File: config.mk
export PLATFORM = sky130hd
export DESIGN_NAME = keypad_scanner_flat
export DESIGN_NICKNAME = d
export VERILOG_FILES = /design/src/rtl/keypad_scanner_pkg.sv /design/src/rtl/keypad_scanner_if.sv /design/src/rtl/keypad_debounce.sv /design/src/rtl/keypad_scanner.sv /design/src/flat_wrapper.sv
export SDC_FILE = /design/constraint.sdc
export NUM_CORES = 1
export LEC_CHECK = 0
export CAP_MARGIN = 20
export CORE_AREA = 2 2 108 89
export DETAILED_ROUTE_END_ITERATION = 8
export DIE_AREA = 0 0 110 91
export PLACE_DENSITY_LB_ADDON = 0.25
export SLEW_MARGIN = 20
export SYNTH_ARGS = -nofsm -noshare
export SYNTH_HDL_FRONTEND = slang
export SYNTH_SLANG_ARGS = --single-unit
File: constraint.sdc
create_clock -name clk -period 4.7 [get_ports clk]
set_clock_uncertainty 0.2 [all_clocks]
set_input_delay 0.705 -clock clk [delete_from_list [all_inputs] [get_ports clk]]
set_output_delay 0.705 -clock clk [all_outputs]
set_load 0.02 [all_outputs]
File: src/rtl/keypad_scanner_pkg.sv
// Shared types and helpers for the keypad scanner: FSM encoding, matrix size
// and key-matrix decode functions.
package keypad_scanner_pkg;

  localparam int NUM_COLS = 4;
  localparam int NUM_ROWS = 4;
  localparam int NUM_KEYS = NUM_COLS * NUM_ROWS;

  typedef enum logic [1:0] {
    IDLE    = 2'd0,
    PRESSED = 2'd1,
    LOCKED  = 2'd2
  } kp_state_e;

  function automatic logic [4:0] key_count(input logic [NUM_KEYS-1:0] m);
    logic [4:0] n;
    n = '0;
    for (int b = 0; b < NUM_KEYS; b++) n = n + {4'd0, m[b]};
    return n;
  endfunction

  // Matrix bit index is col*4+row; the reported code is row*4+col.
  function automatic logic [3:0] key_code(input logic [NUM_KEYS-1:0] m);
    logic [3:0] code;
    logic [3:0] bi;
    code = '0;
    for (int b = 0; b < NUM_KEYS; b++) begin
      bi = 4'(b);
      if (m[b]) code = {bi[1:0], bi[3:2]};
    end
    return code;
  endfunction

endpackage

File: src/rtl/keypad_scanner_if.sv
// Board-side keypad signal bundle: row sense in, column drive and key report out.
interface keypad_scanner_if;
  logic [3:0] keyRow;
  logic [3:0] keyCol;
  logic [3:0] keyCode;
  logic       keyValid;
  logic       keyHeld;

  modport master (output keyRow, input keyCol, keyCode, keyValid, keyHeld);
  modport slave  (input keyRow, output keyCol, keyCode, keyValid, keyHeld);
endinterface

File: src/rtl/keypad_debounce.sv
// Whole-matrix debouncer: a snapshot must repeat DEBOUNCE times before it is
// accepted; acceptance is signalled by a one-cycle update strobe.
module keypad_debounce
  import keypad_scanner_pkg::*;
#(
  parameter int DEBOUNCE = 4
) (
  input  logic                clk,
  input  logic                rst,
  input  logic [NUM_KEYS-1:0] snap_i,
  input  logic                frame_end_i,
  output logic [NUM_KEYS-1:0] deb_o,
  output logic                upd_o
);

  localparam logic [3:0] DB = 4'(DEBOUNCE);

  logic [NUM_KEYS-1:0] prev_q;
  logic [NUM_KEYS-1:0] deb_q;
  logic [3:0]          cnt_q, cnt_d;
  logic                upd_q;
  logic                load;

  always_comb begin
    cnt_d = cnt_q;
    if (frame_end_i) begin
      if (snap_i == prev_q) cnt_d = (cnt_q == DB) ? cnt_q : cnt_q + 4'd1;
      else                  cnt_d = '0;
    end
    // Load only on the transition into DB so a held pattern is accepted once.
    load = frame_end_i && (cnt_d == DB) && (cnt_q != DB);
  end

  always_ff @(posedge clk or posedge rst) begin
    if (rst) begin
      prev_q <= '0;
      deb_q  <= '0;
      cnt_q  <= '0;
      upd_q  <= 1'b0;
    end else begin
      cnt_q <= cnt_d;
      upd_q <= load;
      if (frame_end_i) prev_q <= snap_i;
      if (load)        deb_q  <= snap_i;
    end
  end

  assign deb_o = deb_q;
  assign upd_o = upd_q;

endmodule

File: src/rtl/keypad_scanner.sv
// 4x4 key matrix scanner: one-hot column drive, synchronised row sense,
// frame snapshots, debounce and single-key report FSM.
module keypad_scanner
  import keypad_scanner_pkg::*;
#(
  parameter int SCAN_DIV = 1000,
  parameter int DEBOUNCE = 4
) (
  input  logic             clk,
  input  logic             rst,
  keypad_scanner_if.slave  kp
);

  localparam int DIV_W = $clog2(SCAN_DIV);

  logic [DIV_W-1:0]    dwell_q, dwell_d;
  logic [1:0]          col_q, col_d;
  logic [NUM_COLS-1:0] col_oh_q, col_oh_d;
  logic [NUM_ROWS-1:0] row_s1_q, row_s2_q;
  logic [NUM_KEYS-1:0] snap_q, snap_d;
  logic                term, frame_end;

  logic [NUM_KEYS-1:0] deb;
  logic                upd;
  logic [4:0]          deb_cnt;
  logic [3:0]          deb_code;

  kp_state_e           state_q;
  logic [3:0]          code_q;
  logic                valid_q, held_q;

  always_comb begin
    term     = (dwell_q == DIV_W'(SCAN_DIV - 1));
    dwell_d  = term ? '0 : dwell_q + DIV_W'(1);
    col_d    = term ? col_q + 2'd1 : col_q;
    col_oh_d = 4'b0001 << col_d;
    snap_d   = snap_q;
    // Rows are taken on the last dwell cycle so the synchroniser has settled.
    if (term) snap_d[{col_q, 2'b00} +: NUM_ROWS] = row_s2_q;
    frame_end = term && (col_q == 2'd3);
  end

  always_ff @(posedge clk or posedge rst) begin
    if (rst) begin
      row_s1_q <= '0;
      row_s2_q <= '0;
      dwell_q  <= '0;
      col_q    <= '0;
      col_oh_q <= 4'b0001;
      snap_q   <= '0;
    end else begin
      row_s1_q <= kp.keyRow;
      row_s2_q <= row_s1_q;
      dwell_q  <= dwell_d;
      col_q    <= col_d;
      col_oh_q <= col_oh_d;
      snap_q   <= snap_d;
    end
  end

  keypad_debounce #(.DEBOUNCE(DEBOUNCE)) u_debounce (
    .clk         (clk),
    .rst         (rst),
    .snap_i      (snap_d),
    .frame_end_i (frame_end),
    .deb_o       (deb),
    .upd_o       (upd)
  );

  assign deb_cnt  = key_count(deb);
  assign deb_code = key_code(deb);

  always_ff @(posedge clk or posedge rst) begin
    if (rst) begin
      state_q <= IDLE;
      code_q  <= '0;
      valid_q <= 1'b0;
      held_q  <= 1'b0;
    end else begin
      valid_q <= 1'b0;
      if (upd) begin
        unique case (state_q)
          IDLE: begin
            if (deb_cnt == 5'd1) begin
              state_q <= PRESSED;
              code_q  <= deb_code;
              valid_q <= 1'b1;
              held_q  <= 1'b1;
            end else if (deb_cnt != 5'd0) begin
              state_q <= LOCKED;
            end
          end
          PRESSED: begin
            if (deb_cnt == 5'd0) begin
              state_q <= IDLE;
              held_q  <= 1'b0;
            end else if (deb_cnt != 5'd1 || deb_code != code_q) begin
              // Rollover to another key requires a full release first.
              state_q <= LOCKED;
              held_q  <= 1'b0;
            end
          end
          LOCKED: begin
            if (deb_cnt == 5'd0) state_q <= IDLE;
          end
          default: begin
            state_q <= IDLE;
            held_q  <= 1'b0;
          end
        endcase
      end
    end
  end

  assign kp.keyCol   = col_oh_q;
  assign kp.keyCode  = code_q;
  assign kp.keyValid = valid_q;
  assign kp.keyHeld  = held_q;

endmodule

File: src/flat_wrapper.sv
// flat-port wrapper written by rule: the top's interface ports become plain ports
module keypad_scanner_flat import keypad_scanner_pkg::*;
#(
  parameter int SCAN_DIV = 1000,
  parameter int DEBOUNCE = 4
)
  (clk, rst, kp_keyRow, kp_keyCol, kp_keyCode, kp_keyValid, kp_keyHeld);
  keypad_scanner_if kp_i ();
  input  logic clk;
  input  logic rst;
  input wire logic [$bits(kp_i.keyRow)-1:0] kp_keyRow;
  output wire logic [$bits(kp_i.keyCol)-1:0] kp_keyCol;
  output wire logic [$bits(kp_i.keyCode)-1:0] kp_keyCode;
  output wire logic [$bits(kp_i.keyValid)-1:0] kp_keyValid;
  output wire logic [$bits(kp_i.keyHeld)-1:0] kp_keyHeld;
  assign kp_i.keyRow = kp_keyRow;
  assign kp_keyCol = kp_i.keyCol;
  assign kp_keyCode = kp_i.keyCode;
  assign kp_keyValid = kp_i.keyValid;
  assign kp_keyHeld = kp_i.keyHeld;
  keypad_scanner #(.SCAN_DIV(SCAN_DIV), .DEBOUNCE(DEBOUNCE)) u_core (.clk(clk), .rst(rst), .kp(kp_i));
endmodule
After elaboration in Yosys (flattened, before gate mapping):

Index checks and enable logic that the tools add are counted.

* input bits: 6
* output and inout bits: 10
* word-level logic and storage cells: 97
* register bits after elaboration: 85

* muxes and demuxes: 35
* bitwise gates (word level): 1
* shift operators: 3
* reduce and logical (&&, ||, !) cells: 10
* add/sub/neg operators: 19
* equal/unequal tests: 15

Operator list (number)
* adder 5 x 1 -> 5 bit: 14
* 2-to-1 mux 4 bit: 17
* bitwise mux 16 bit: 1
* equality test 16 bit: 1
* 2-to-1 mux 16 bit: 1
* variable shift 4 x 6 -> 16 bit (first input constant): 1
* variable part select 4 x 6 -> 16 bit: 1
* 2-to-1 mux 2 bit: 6
* adder 10 x 1 -> 10 bit (second input constant): 1
* equality test 10 bit (second input constant): 1
* 2-to-1 mux 10 bit: 1
* equality test 4 x 3 -> 1 bit (second input constant): 2
* AND reduction 4 bit: 2
* 2-to-1 mux 1 bit: 6
* != test 3 x 1 -> 1 bit (second input constant): 2
* negation 4 -> 6 bit: 1
* one-hot mux 2 bit (3 select lines): 1
* equality test 5 x 1 -> 1 bit (second input constant): 1
* logical NOT 5 bit: 1
* != test 5 x 1 -> 1 bit (second input constant): 1
* nonzero test 5 bit: 1
* adder 4 x 1 -> 4 bit (second input constant): 1
* equality test 2 bit (second input constant): 2
* != test 2 x 1 -> 1 bit (second input constant): 2
* 13 further kinds: 15

Longest topological paths before layout:

* word-level depth: 20
* depth in mapped cells: 18
* depth with buffers taken out: 18

Hierarchy:

From an unflattened synthesis, not the netlist that was laid out.

* cells, all modules: 388
* area, all modules: 4256.6 um^2

Modules (own cells, without submodules)
* keypad_scanner: seq. area each 1202.4 um^2, area each 2537.4 um^2, cells each 262, instances 1
* keypad_debounce: seq. area each 925.9 um^2, area each 1719.1 um^2, cells each 126, instances 1

Worst setup path after synthesis:

No wires, ideal clock.

* path type: reg-to-reg
* from: register u_core.u_debounce.deb_q[1], in the netlist u_core.u_debounce.deb_o[1]
* to: register u_core.code_q[3], in the netlist u_core.kp.keyCode[3]
* path buffers: 0
* library setup time: 0.125 ns
* arrival: 4.537 ns
* setup slack: -0.162 ns
* cell stages (with the launch flop): 16
* required time: 4.375 ns
* clock period less this slack: 4.862 ns
* cells stage by stage: dfrtp_1 > ha_1 > inv_1 > fa_1 > inv_1 > fa_1 > fa_1 > inv_1 > fa_1 > fa_1 > inv_1 > fa_1 > nor4_1 > and2_1 > nand3_1 > mux2_2

* word-level cells in the longest chain between the ends: 17

Ends and longest elaborated chain
* start: declaration: line keypad_debounce.sv:19 `logic [NUM_KEYS-1:0] deb_q;`
* start signal: assignment: line keypad_debounce.sv:44 `if (load) deb_q <= snap_i;`
* adder 1 x 1 -> 2 bit: line keypad_scanner_pkg.sv:18 `for (int b = 0; b < NUM_KEYS; b++) n = n + {4'd0, m[b]};`
* adder 5 x 1 -> 5 bit (14 in series): line keypad_scanner_pkg.sv:18
* equality test 5 x 1 -> 1 bit: line keypad_scanner.sv:84 `if (deb_cnt == 5'd1) begin`
* AND reduction 3 bit (no line)
* end signal: assignment: line keypad_scanner.sv:86 `code_q <= deb_code;`
* end: declaration: line keypad_scanner.sv:29 `logic [3:0] code_q;`

Every way passes these cells.
A chain may end at the register's enable or synchronous reset.

Final worst setup path:

* from: register u_core.u_debounce.deb_q[1], in the netlist u_core.u_debounce.deb_o[1]
* to: register u_core.state_q[1]

* word-level cells in the longest chain between the ends: 19
* elaborated cells between the ends (all ways): 43
* classes of those cells: add/sub: 15; eq/ne: 6; mux: 18; reduce/logical: 4

Ends and longest elaborated chain
* adder 1 x 1 -> 2 bit or 2-to-1 mux 3 bit (tied branches): line keypad_scanner_pkg.sv:18, keypad_scanner_pkg.sv:29
* adder 5 x 1 -> 5 bit or 2-to-1 mux 4 bit (tied branches) (14 in series): line keypad_scanner_pkg.sv:18, keypad_scanner_pkg.sv:29
* != test 5 x 1 -> 1 bit or != test 4 bit (tied branches): line keypad_scanner.sv:97 `end else if (deb_cnt != 5'd1 || deb_code != code_q) begin`
* logical OR 1 bit: line keypad_scanner.sv:97
* != test 3 x 1 -> 1 bit (no line)
* AND reduction 4 bit (no line)
* end signal: assignment: line keypad_scanner.sv:95 `state_q <= IDLE;`
* end signal: assignment: line keypad_scanner.sv:99 `state_q <= LOCKED;`
* end signal: assignment: line keypad_scanner.sv:104 `if (deb_cnt == 5'd0) state_q <= IDLE;`
* end: declaration: line keypad_scanner.sv:28 `kp_state_e state_q;`

Several ways; a longest one is shown, not always the timed one.

==> metrics.md <==
| Metric | Value |
|---|---|
| Most frequent cells in the layout | dfrtp_1 (84), inv_1 (55), nand2_1 (48), o21ai_0 (26), nor2_1 (21) |
| Worst reg-to-reg path cell count | 16 |
| Vias | 3531 |
| Largest net degree at the start of global routing | 60 |
| CTS Buf Count | 9 |
| Period minus WS final | 4.83 ns |
| Worst-Skew Late Latency | 0.38 ns |
| Combinational Power Share | 1.7% |
| Antenna viol nets, final | 0 |
| CTS root buffer | clkbuf_8 |
| Ports | 16 |
| Post-Syn Instances | 466 |
| Distinct cells, synth | 66 |
| Post-route cell area | 0.00532 mm^2 |
| Worst path cell trace | ha_1 -> inv_2 -> fa_1 -> inv_1 -> fa_1 -> fa_1 -> inv_1 -> fa_1 -> fa_2 -> inv_2 -> fa_1 -> nor4_4 -> nand3_1 -> nor2_2 -> a31oi_1 -> o22a_1 |
| Place WS | -0.254 ns |
| All-Layer GR Usage | 22.7% |
| Max incr delay on CP | 0.52 ns |
| Die Ht | 91 um |
| Hold depth | 0 |
| Cell count after placement | 593 |
| Final wirelength | 10300 um |
| CP Launch Type | flop |
| P_int | 1020 uW |
| Post-Synthesis Net Count | 495 |
| CP max FO | 3 |
| RD Place Congestion | 0.926 |
| Layout Nets | 520 |
| Reg-to-reg startpoint | u_core.u_debounce.deb_o[1] |
| Worst setup margin | -0.135 ns |
| Slew HR | 28.5% |
| Worst Hold Path EP | u_core.row_s2_q[0] |
| RR Endpoint | u_core.state_q[1] |
| EDFF count, synth | 0 |
| Most common flop cell mapped by yosys | dfrtp_1 |
| Antenna cells | 0 |
| Outcome | finished with violations |
| Critical path type | flop to flop |
| Worst slew pin tran | 1.07 ns |
| Clock power frac | 41.7% |
| Switching Fraction | 22.0% |
| Worst setup EP type | flop |
| NetSw | 287 uW |
| Slowest CP cell | fa_1 |
| Final setup vio count | 8 |
| Max Clk Rate | 207 MHz |
| Seq pwr share | 56.6% |
| Hold Crit Class | flop to flop |
| Die ar. | 0.0100 mm^2 |
| Sink Count | 85 |
| Initial antenna violation count | 0 |
| Drt first pass iters | 5 |
| Gr ovfl total | 0 |
| Residual DRC | 0 |
| Fin cells | 611 |
| Worst EP required | 4.75 ns |
| RSZ-0062 raised after global routing | yes |
| Core outline area | 0.00888 mm^2 |
| Wire per inst | 16.8 um |
| FP Rows | 31 |
| Placed wire-length estimate | 7590 um |
| Hold Path Origin | u_core.row_s1_q[0] |
| Yosys warns | 0 |
| Area delta synth->final | 11.6% |
| Fraction of layout cells with a size suffix above 1 | 13.7% |
| MaxCap Viol Count | 0 |
| Area post-placement | 0.00506 mm^2 |
| Endpoints failing hold | 0 |
| Commonest non-fill, non-tap cell in the layout | dfrtp_1 |
| First-iteration detailed-routing DRC count | 205 |
| Sequential area share after synthesis | 44.7% |
| Die width | 110 um |
| Final Max Tran Viols | 0 |
| Util after Layout | 59.9% |
| Worst setup path startpoint | u_core.u_debounce.deb_o[1] |
| Failing checks | negative setup slack |
| CTS tree | built |
| CP most frequent cell | fa_1 |
| Pwr/cell area | 245 mW/mm^2 |
| Syn avg cell area | 10.2 um^2 |
| Global-route wire length before repair | 17300 um |
| Vias in the first global route | 3440 |
| CTS max path bufs | 2 |
| Tcrit/Tclk final | 103% |
| Leakage | 0.00257 uW |
| Initial core utilization | 53.7% |
| Async SR Flop Fraction | 100% |
| Critical Path AT | 4.89 ns |
| Number of port buffers | 15 |
| Fin Setup TNS | -0.521 ns |
| CTS H-Tree Depth | 3 |
| #FFs+latches synth | 85 |
| Peak supply drop | 0.209 mV |
| Reg clk slew, reported paths | 0.09 ns |
| Synthesized cell area | 0.00477 mm^2 |
| Worst R2R Setup Slack | -0.13 ns |
| Via density | 5.78 |
| CTS Hold Bufs | 0 |
registers in the layout, indices dropped and copies added (netlist names):
| register | count |
|---|---|
| u_core.row_s2_q | 4 |
| u_core.kp.keyCode | 4 |
| u_core.kp.keyCol | 4 |
| u_core.kp.keyValid | 1 |
| u_core.col_q | 2 |
| u_core.u_debounce.prev_q | 16 |
| u_core.snap_q | 16 |
| u_core.state_q | 2 |
| u_core.dwell_q | 10 |
| u_core.u_debounce.cnt_q | 4 |
| u_core.u_debounce.deb_o | 16 |
| u_core.kp.keyHeld | 1 |
| u_core.u_debounce.upd_o | 1 |
| u_core.row_s1_q | 4 |
stage by stage:
step                hold WS [ns]  total power (uW)
CTS                        0.156              1320
finish                     0.151              1300
global route               0.161              1350
global placement           0.134               775
detailed placement         0.136               776
floorplan                  0.131               764
worst max-delay path by stage:
stage | end | slack [ns]
global placement | u_core.kp.keyCode[1] | -0.1
detailed placement | u_core.kp.keyCode[0] | -0.25
finish | u_core.state_q[1] | -0.13
CTS | u_core.kp.keyCode[0] | -0.12
global route | u_core.state_q[1] | -0.32
floorplan | u_core.kp.keyCode[3] | -0.005
per-layer routing:
layer,part of all wire (%),track usage (%),up-vias
li1,-,-,1701
met1,46,33.5,1698
met2,44,31.7,114
met3,7.8,7.39,18
met4,1.5,6.96,0
met5,0,0,-
final cells by class:
cell class | count | area, um^2
Sequential cell | 85 | 2130
Multi-Input combinational cell | 309 | 2360
Fill cell | 751 | 3570
Clock buffer | 12 | 155
Inverter | 58 | 220
Clock inverter | 4 | 55.1
Tap cell | 115 | 144
Timing Repair Buffer | 28 | 251
power groups by stage:
stage	Combinational [uW]	Clock (uW)	Sequential [uW]
after floorplan	13.4	0	751
after global routing	26.1	590	739
after CTS	23.2	559	738
after global placement	22.6	0	752
final	22.0	545	738
after detailed placement	23.1	0	753
worst max-delay path: cells and delay by family (launching register included):
family / cells / cell delay, ns
AND/OR/NAND/NOR: 3 / 0.61
buffers and inverters: 4 / 0.20
AO/OA/AOI/OAI: 2 / 0.34
flip-flops: 1 / 0.39
adder cells (fa/ha/maj): 7 / 2.98
logic make-up after synthesis:
kind of cell	count (synthesis)	synth area share, %
and+or+nand+nor	151	18.8
AOI/OAI and AO/OA	99	14.2
DFF	85	44.7
buffers and inverters	72	6.67
muxes	26	6.25
adders and majority gates	23	7.61
xor gates and xnor gates	10	1.84
cells in the mapped netlist, types with 3 or more instances:
master / instances / area share [%]
dfrtp_1: 84 / 44
inv_1: 58 / 4.6
nand2_1: 48 / 3.8
o21ai_0: 29 / 3.0
nor2_1: 22 / 1.7
ha_1: 13 / 3.4
nand3_1: 13 / 1.4
a21oi_1: 11 / 1.2
mux2i_1: 11 / 2.3
fa_1: 10 / 4.2
mux2_2: 10 / 2.4
nand2b_1: 7 / 0.92
nand4_1: 7 / 0.92
o211ai_1: 7 / 1.1
xnor2_1: 7 / 1.3
a31oi_1: 6 / 0.79
clkbuf_1: 6 / 0.47
a21o_1: 5 / 0.79
and2_1: 5 / 0.66
mux2_4: 5 / 1.6
nand4bb_1: 5 / 1.2
nor3_1: 5 / 0.52
nor4_1: 5 / 0.66
o2111ai_1: 5 / 0.92
a211oi_1: 4 / 0.63
a22oi_1: 4 / 0.63
nor2b_1: 4 / 0.52
o41ai_1: 4 / 0.74
a22o_1: 3 / 0.55
buf_4: 3 / 0.47
nand4b_1: 3 / 0.55
o221ai_1: 3 / 0.55
o31ai_1: 3 / 0.47
or3_1: 3 / 0.39
xor2_1: 3 / 0.55
repair_timing:
item	in CTS	in global routing
gates resized for setup	6	6
setup buffers	1	1
pin swaps	6	1
setup endpoints to repair	8	8
cloned	0	0
Power figures use the tool's default switching activity.
==> RTL change 1 (config.mk and constraints unchanged) <==
Reset style: synchronous (`rst`), changed in 3 clocked blocks.
--- a/src/rtl/keypad_debounce.sv
+++ b/src/rtl/keypad_debounce.sv
@@ -32,5 +32,5 @@
   end
 
-  always_ff @(posedge clk or posedge rst) begin
+  always_ff @(posedge clk) begin
     if (rst) begin
       prev_q <= '0;
--- a/src/rtl/keypad_scanner.sv
+++ b/src/rtl/keypad_scanner.sv
@@ -41,5 +41,5 @@
   end
 
-  always_ff @(posedge clk or posedge rst) begin
+  always_ff @(posedge clk) begin
     if (rst) begin
       row_s1_q <= '0;
@@ -71,5 +71,5 @@
   assign deb_code = key_code(deb);
 
-  always_ff @(posedge clk or posedge rst) begin
+  always_ff @(posedge clk) begin
     if (rst) begin
       state_q <= IDLE;
Function: no difference found for any inputs over 10 cycles, from zero or initial values and one cycle with rst high; that may be too few to reach the edited logic, so the function may still have changed.
==> RTL change 1 against the original RTL <==
- the flow still finishes with violations (negative setup slack)
- synthesized area fell by 5.5%
- total power fell by 5.7%
- clock power fell by 13%
- worst setup slack got worse by 55 ps
- wire length fell by 7.5%
- cell area fell by 6.2%
- sequential cell count did not move
- fmax fell by 1.1%
- sequential share of layout area fell by 5.9 points
- die area did not move
==> RTL change 1: results (changes against the original RTL) <==
Routing
  • Via Count: 3571 (+1.1%)
  • DRT iter0 DRCs: 167 (-19%)
  • Vias per std cell: 5.58 (-3.4%)

Status
  • Status: complete, but fails checks
  • Failing checks: negative setup slack

Timing
  • Slew HR: 30.4% (+1.8 points)
  • Hold_ws: 236 ps (+84.9 ps)
  • Post-route setup slack: -190 ps (-55.2 ps)
  • Final Setup Violations: 8 (unchanged)

Power and ir drop
  • Maximum vdd drop: 0.229 mV (+9.6%)
  • P_clk: 475 µW (-13%)
  • Power Density: 247 nW/µm² (+0.57%)
  • Clock Power Share: 38.6% (-3.1 points)
  • Sequential Power: 731 µW (-0.9%)

Critical path
  • CP endpoint: u_core.state_q[0]$_SDFFE_PP0P_
  • Crit. Startpoint: u_core.u_debounce.deb_o[1]$_SDFFE_PP0P_
  • WP data arrival: 4990 ps (+100 ps)

GRT
  • Pin count of the biggest net entering global routing: 44 (-27%)
  • Vias in the first global route: 3217 (-6.5%)

Layout
  • Sequential cell area share: 34.2% (-5.9 points)
  • Final non-clock buffer share: 4.57% (-0.16 points)
  • Ratio of cells with drive above 1 in the final layout: 12.0% (-1.7 points)
  • Signal buffers: 26 (-7.1%)
  • Layout fillers: 801 (+6.7%)

Placed design
  • Post-Place Cells: 623 (+5.1%)
  • DP HPWL: 7060 µm (-7.0%)
  • DP Worst Slack: -227 ps (+27.5 ps)

Synth
  • Synth area leaders: dfxtp_1, nor2_1, fa_1
  • Syn Nets: 537 (+8.5%)

Hold path
  • Min-delay src: u_core.row_s1_q[2]$_SDFF_PP0_
  • Hold path endpoint: u_core.row_s2_q[2]$_SDFF_PP0_
  • Hold depth: 1 (+1)

Clocking
  • Post-cts sizing count: 5 (-1)
==> RTL change 1: changes by cell type after synthesis, moves of 8 or more <==
cell,change
a21oi_1,+22
dfxtp_1,+85
nor2b_1,+13
nor2_1,+58
clkbuf_1,+9
o21ai_0,-19
a211oi_1,+9
xnor2_1,+8
dfrtp_1,-84
nand2_1,-23
inv_1,-20
==> RTL change 1: cells by family after synthesis <==
| kind of cell | after synthesis | share of synthesized area (%) |
|---|---|---|
| AND/OR/NAND/NOR | 200 | 24.4 |
| AO/OA/AOI/OAI | 90 | 13.1 |
| flip-flops | 85 | 37.8 |
| buffers and inverters | 62 | 5.78 |
| XOR/XNOR | 24 | 4.67 |
| multiplexers | 24 | 6.22 |
| adder cells (fa/ha/maj) | 23 | 8.06 |
==> RTL change 1: routing by layer <==
metal / wire (µm) / global-route usage, % / up-vias
met5: 0 / 0 / -
met4: 118 / 5.91 / 0
met3: 567 / 5.31 / 9
met2: 3910 / 28.8 / 83
met1: 4910 / 30.7 / 1697
li1: - / - / 1782
==> RTL change 2 (same flow settings) <==
Without the edit above. Re-encode `kp_state_e` (3 states) as one-hot, 3 bits wide.
--- a/src/rtl/keypad_scanner_pkg.sv
+++ b/src/rtl/keypad_scanner_pkg.sv
@@ -7,8 +7,8 @@
   localparam int NUM_KEYS = NUM_COLS * NUM_ROWS;
 
-  typedef enum logic [1:0] {
-    IDLE    = 2'd0,
-    PRESSED = 2'd1,
-    LOCKED  = 2'd2
+  typedef enum logic [2:0] {
+    IDLE    = 3'b001,
+    PRESSED = 3'b010,
+    LOCKED  = 3'b100
   } kp_state_e;
 
Formal check against the unedited RTL: no difference found for any inputs over 10 cycles, from zero or initial values and one cycle with rst high; not proved beyond that.
==> RTL change 2 against the original RTL <==
- the run still ends with negative setup slack left
- critical path depth up 2
- combinational power up 9.1%
- final cell count grew 2.1%
- global-route usage rose by 0.32 points
- sequential cell count grew 1
- hold slack improved by 4.7 ps
- wire length rose by 1.9%
- synthesized area is 0.50% lower
- cell area rose by 1.1%
- total power is 2.5% lower
- worst setup slack improved by 8.6 ps
- critical path type unchanged
- critical endpoint is now u_core.state_q[2]$_DFFE_PP0P_
- largest power group unchanged
==> RTL change 2: results (changes against the original RTL) <==
Status
  • Status: complete, but fails checks
  • Failing checks: negative setup slack

Timing
  • Post-route setup slack: -126 ps (+8.62 ps)
  • Final Setup Violations: 9 (+1)
  • Setup tns final: -575 ps (-53.9 ps)

Power and ir drop
  • Maximum vdd drop: 0.153 mV (-27%)
  • Pleak: 0.00253 µW (-1.3%)

Placed design
  • Post-Place Cells: 607 (+2.4%)
  • Gpl congestion: 0.921 (-0.51%)
  • DP Worst Slack: -161 ps (+93.0 ps)
  • DP HPWL: 7840 µm (+3.4%)

Routing
  • DRT iter0 DRCs: 225 (+9.8%)
  • Detailed Route WL: 10500 µm (+1.9%)
  • Vias per std cell: 5.75 (-0.53%)
  • Wire length per cell: 16.8 µm (-0.27%)

Critical path
  • Critical path peak fanout: 5 (+2)
  • Worst path slowest cell: fa_1
  • Reg2reg start: u_core.u_debounce.deb_o[0]$_DFFE_PP0P_
  • CP startpoint kind: flip-flop

GRT
  • Tot GR Track Use: 23.0% (+0.32 points)
  • Pin count of the biggest net entering global routing: 56 (-6.7%)
  • Initial antenna violation count: 0 (unchanged)
  • First-pass GRT wire length: 17600 µm (+1.7%)
  • Vias in the first global route: 3439 (-0.029%)

Synth
  • Synth Instances: 474 (+1.7%)
  • Synth area leaders: dfrtp_1, inv_1, mux2_2
  • Synth cell count leaders: dfrtp_1, inv_1, nor2_1
  • Sequential element share of the synthesized area: 45.4% (+0.78 points)
  • Syn Nets: 503 (+1.6%)

Layout
  • Final net count: 533 (+2.5%)
  • Ratio of cells with drive above 1 in the final layout: 14.3% (+0.63 points)
## RTL change 2: area by class of cell
type / instances / area, µm²
Clock buffer: 10 / 138
Clock inverter: 6 / 51.3
Tap cell: 115 / 144
Sequential cell: 86 / 2150
Multi-Input combinational cell: 321 / 2380
Fill cell: 729 / 3510
Inverter: 54 / 204
Timing Repair Buffer: 32 / 307
## RTL change 2: metal layers
metal | vias up | part of all wire [%] | GRT usage, %
met3 | 12 | 6.0 | 6.10
li1 | 1716 | - | -
met4 | 0 | 1.1 | 5.59
met1 | 1757 | 50 | 36.0
met2 | 102 | 43 | 31.7
met5 | - | 0 | 0
## RTL change 2: logic make-up after synthesis
family / Yosys count / share of synthesized area (%)
xor gates and xnor gates: 13 / 2.40
adders and majority gates: 23 / 7.65
AOI/OAI and AO/OA: 90 / 12.6
and+or+nand+nor: 165 / 19.5
buffers and inverters: 67 / 5.57
muxes: 30 / 6.83
DFF: 86 / 45.4
## RTL change 2: what timing repair did
| item | in CTS | in global routing |
|---|---|---|
| pin swaps | 2 | 6 |
| gates resized for setup | 4 | 5 |
| endpoints found under the setup margin | 9 | 9 |
| buffers inserted | 0 | 1 |
| endpoints found under the hold margin | 0 | 0 |
## RTL change 2: final timing paths
path                                                 end  cells past startpoint  slack, ps
max                        u_core.state_q[2]$_DFFE_PP0P_                     18       -130
min                         u_core.row_s2_q[0]$_DFF_PP0_                      0        160
max reg2reg                u_core.state_q[2]$_DFFE_PP0P_                     18       -130
min reg2reg                 u_core.row_s2_q[0]$_DFF_PP0_                      0        160
max in group asynchronous  u_core.state_q[0]$_DFFE_PP1P_                      3       2810
min in group asynchronous   u_core.row_s2_q[3]$_DFF_PP0_                      2        630
## RTL change 2: power breakdown
group          switching [µW]  internal [µW]
combinational            17.2           6.75
sequential               4.94            743
clock                     286            214
total                     309            963
## RTL change 2: stage by stage
step | util, % | instance area (µm²)
after CTS | 60.3 | 5360
after detailed placement | 58.0 | 5150
after global placement | 58.0 | 5150
after global routing | 60.5 | 5380
final | 60.5 | 5380
after floorplan | - | 4770
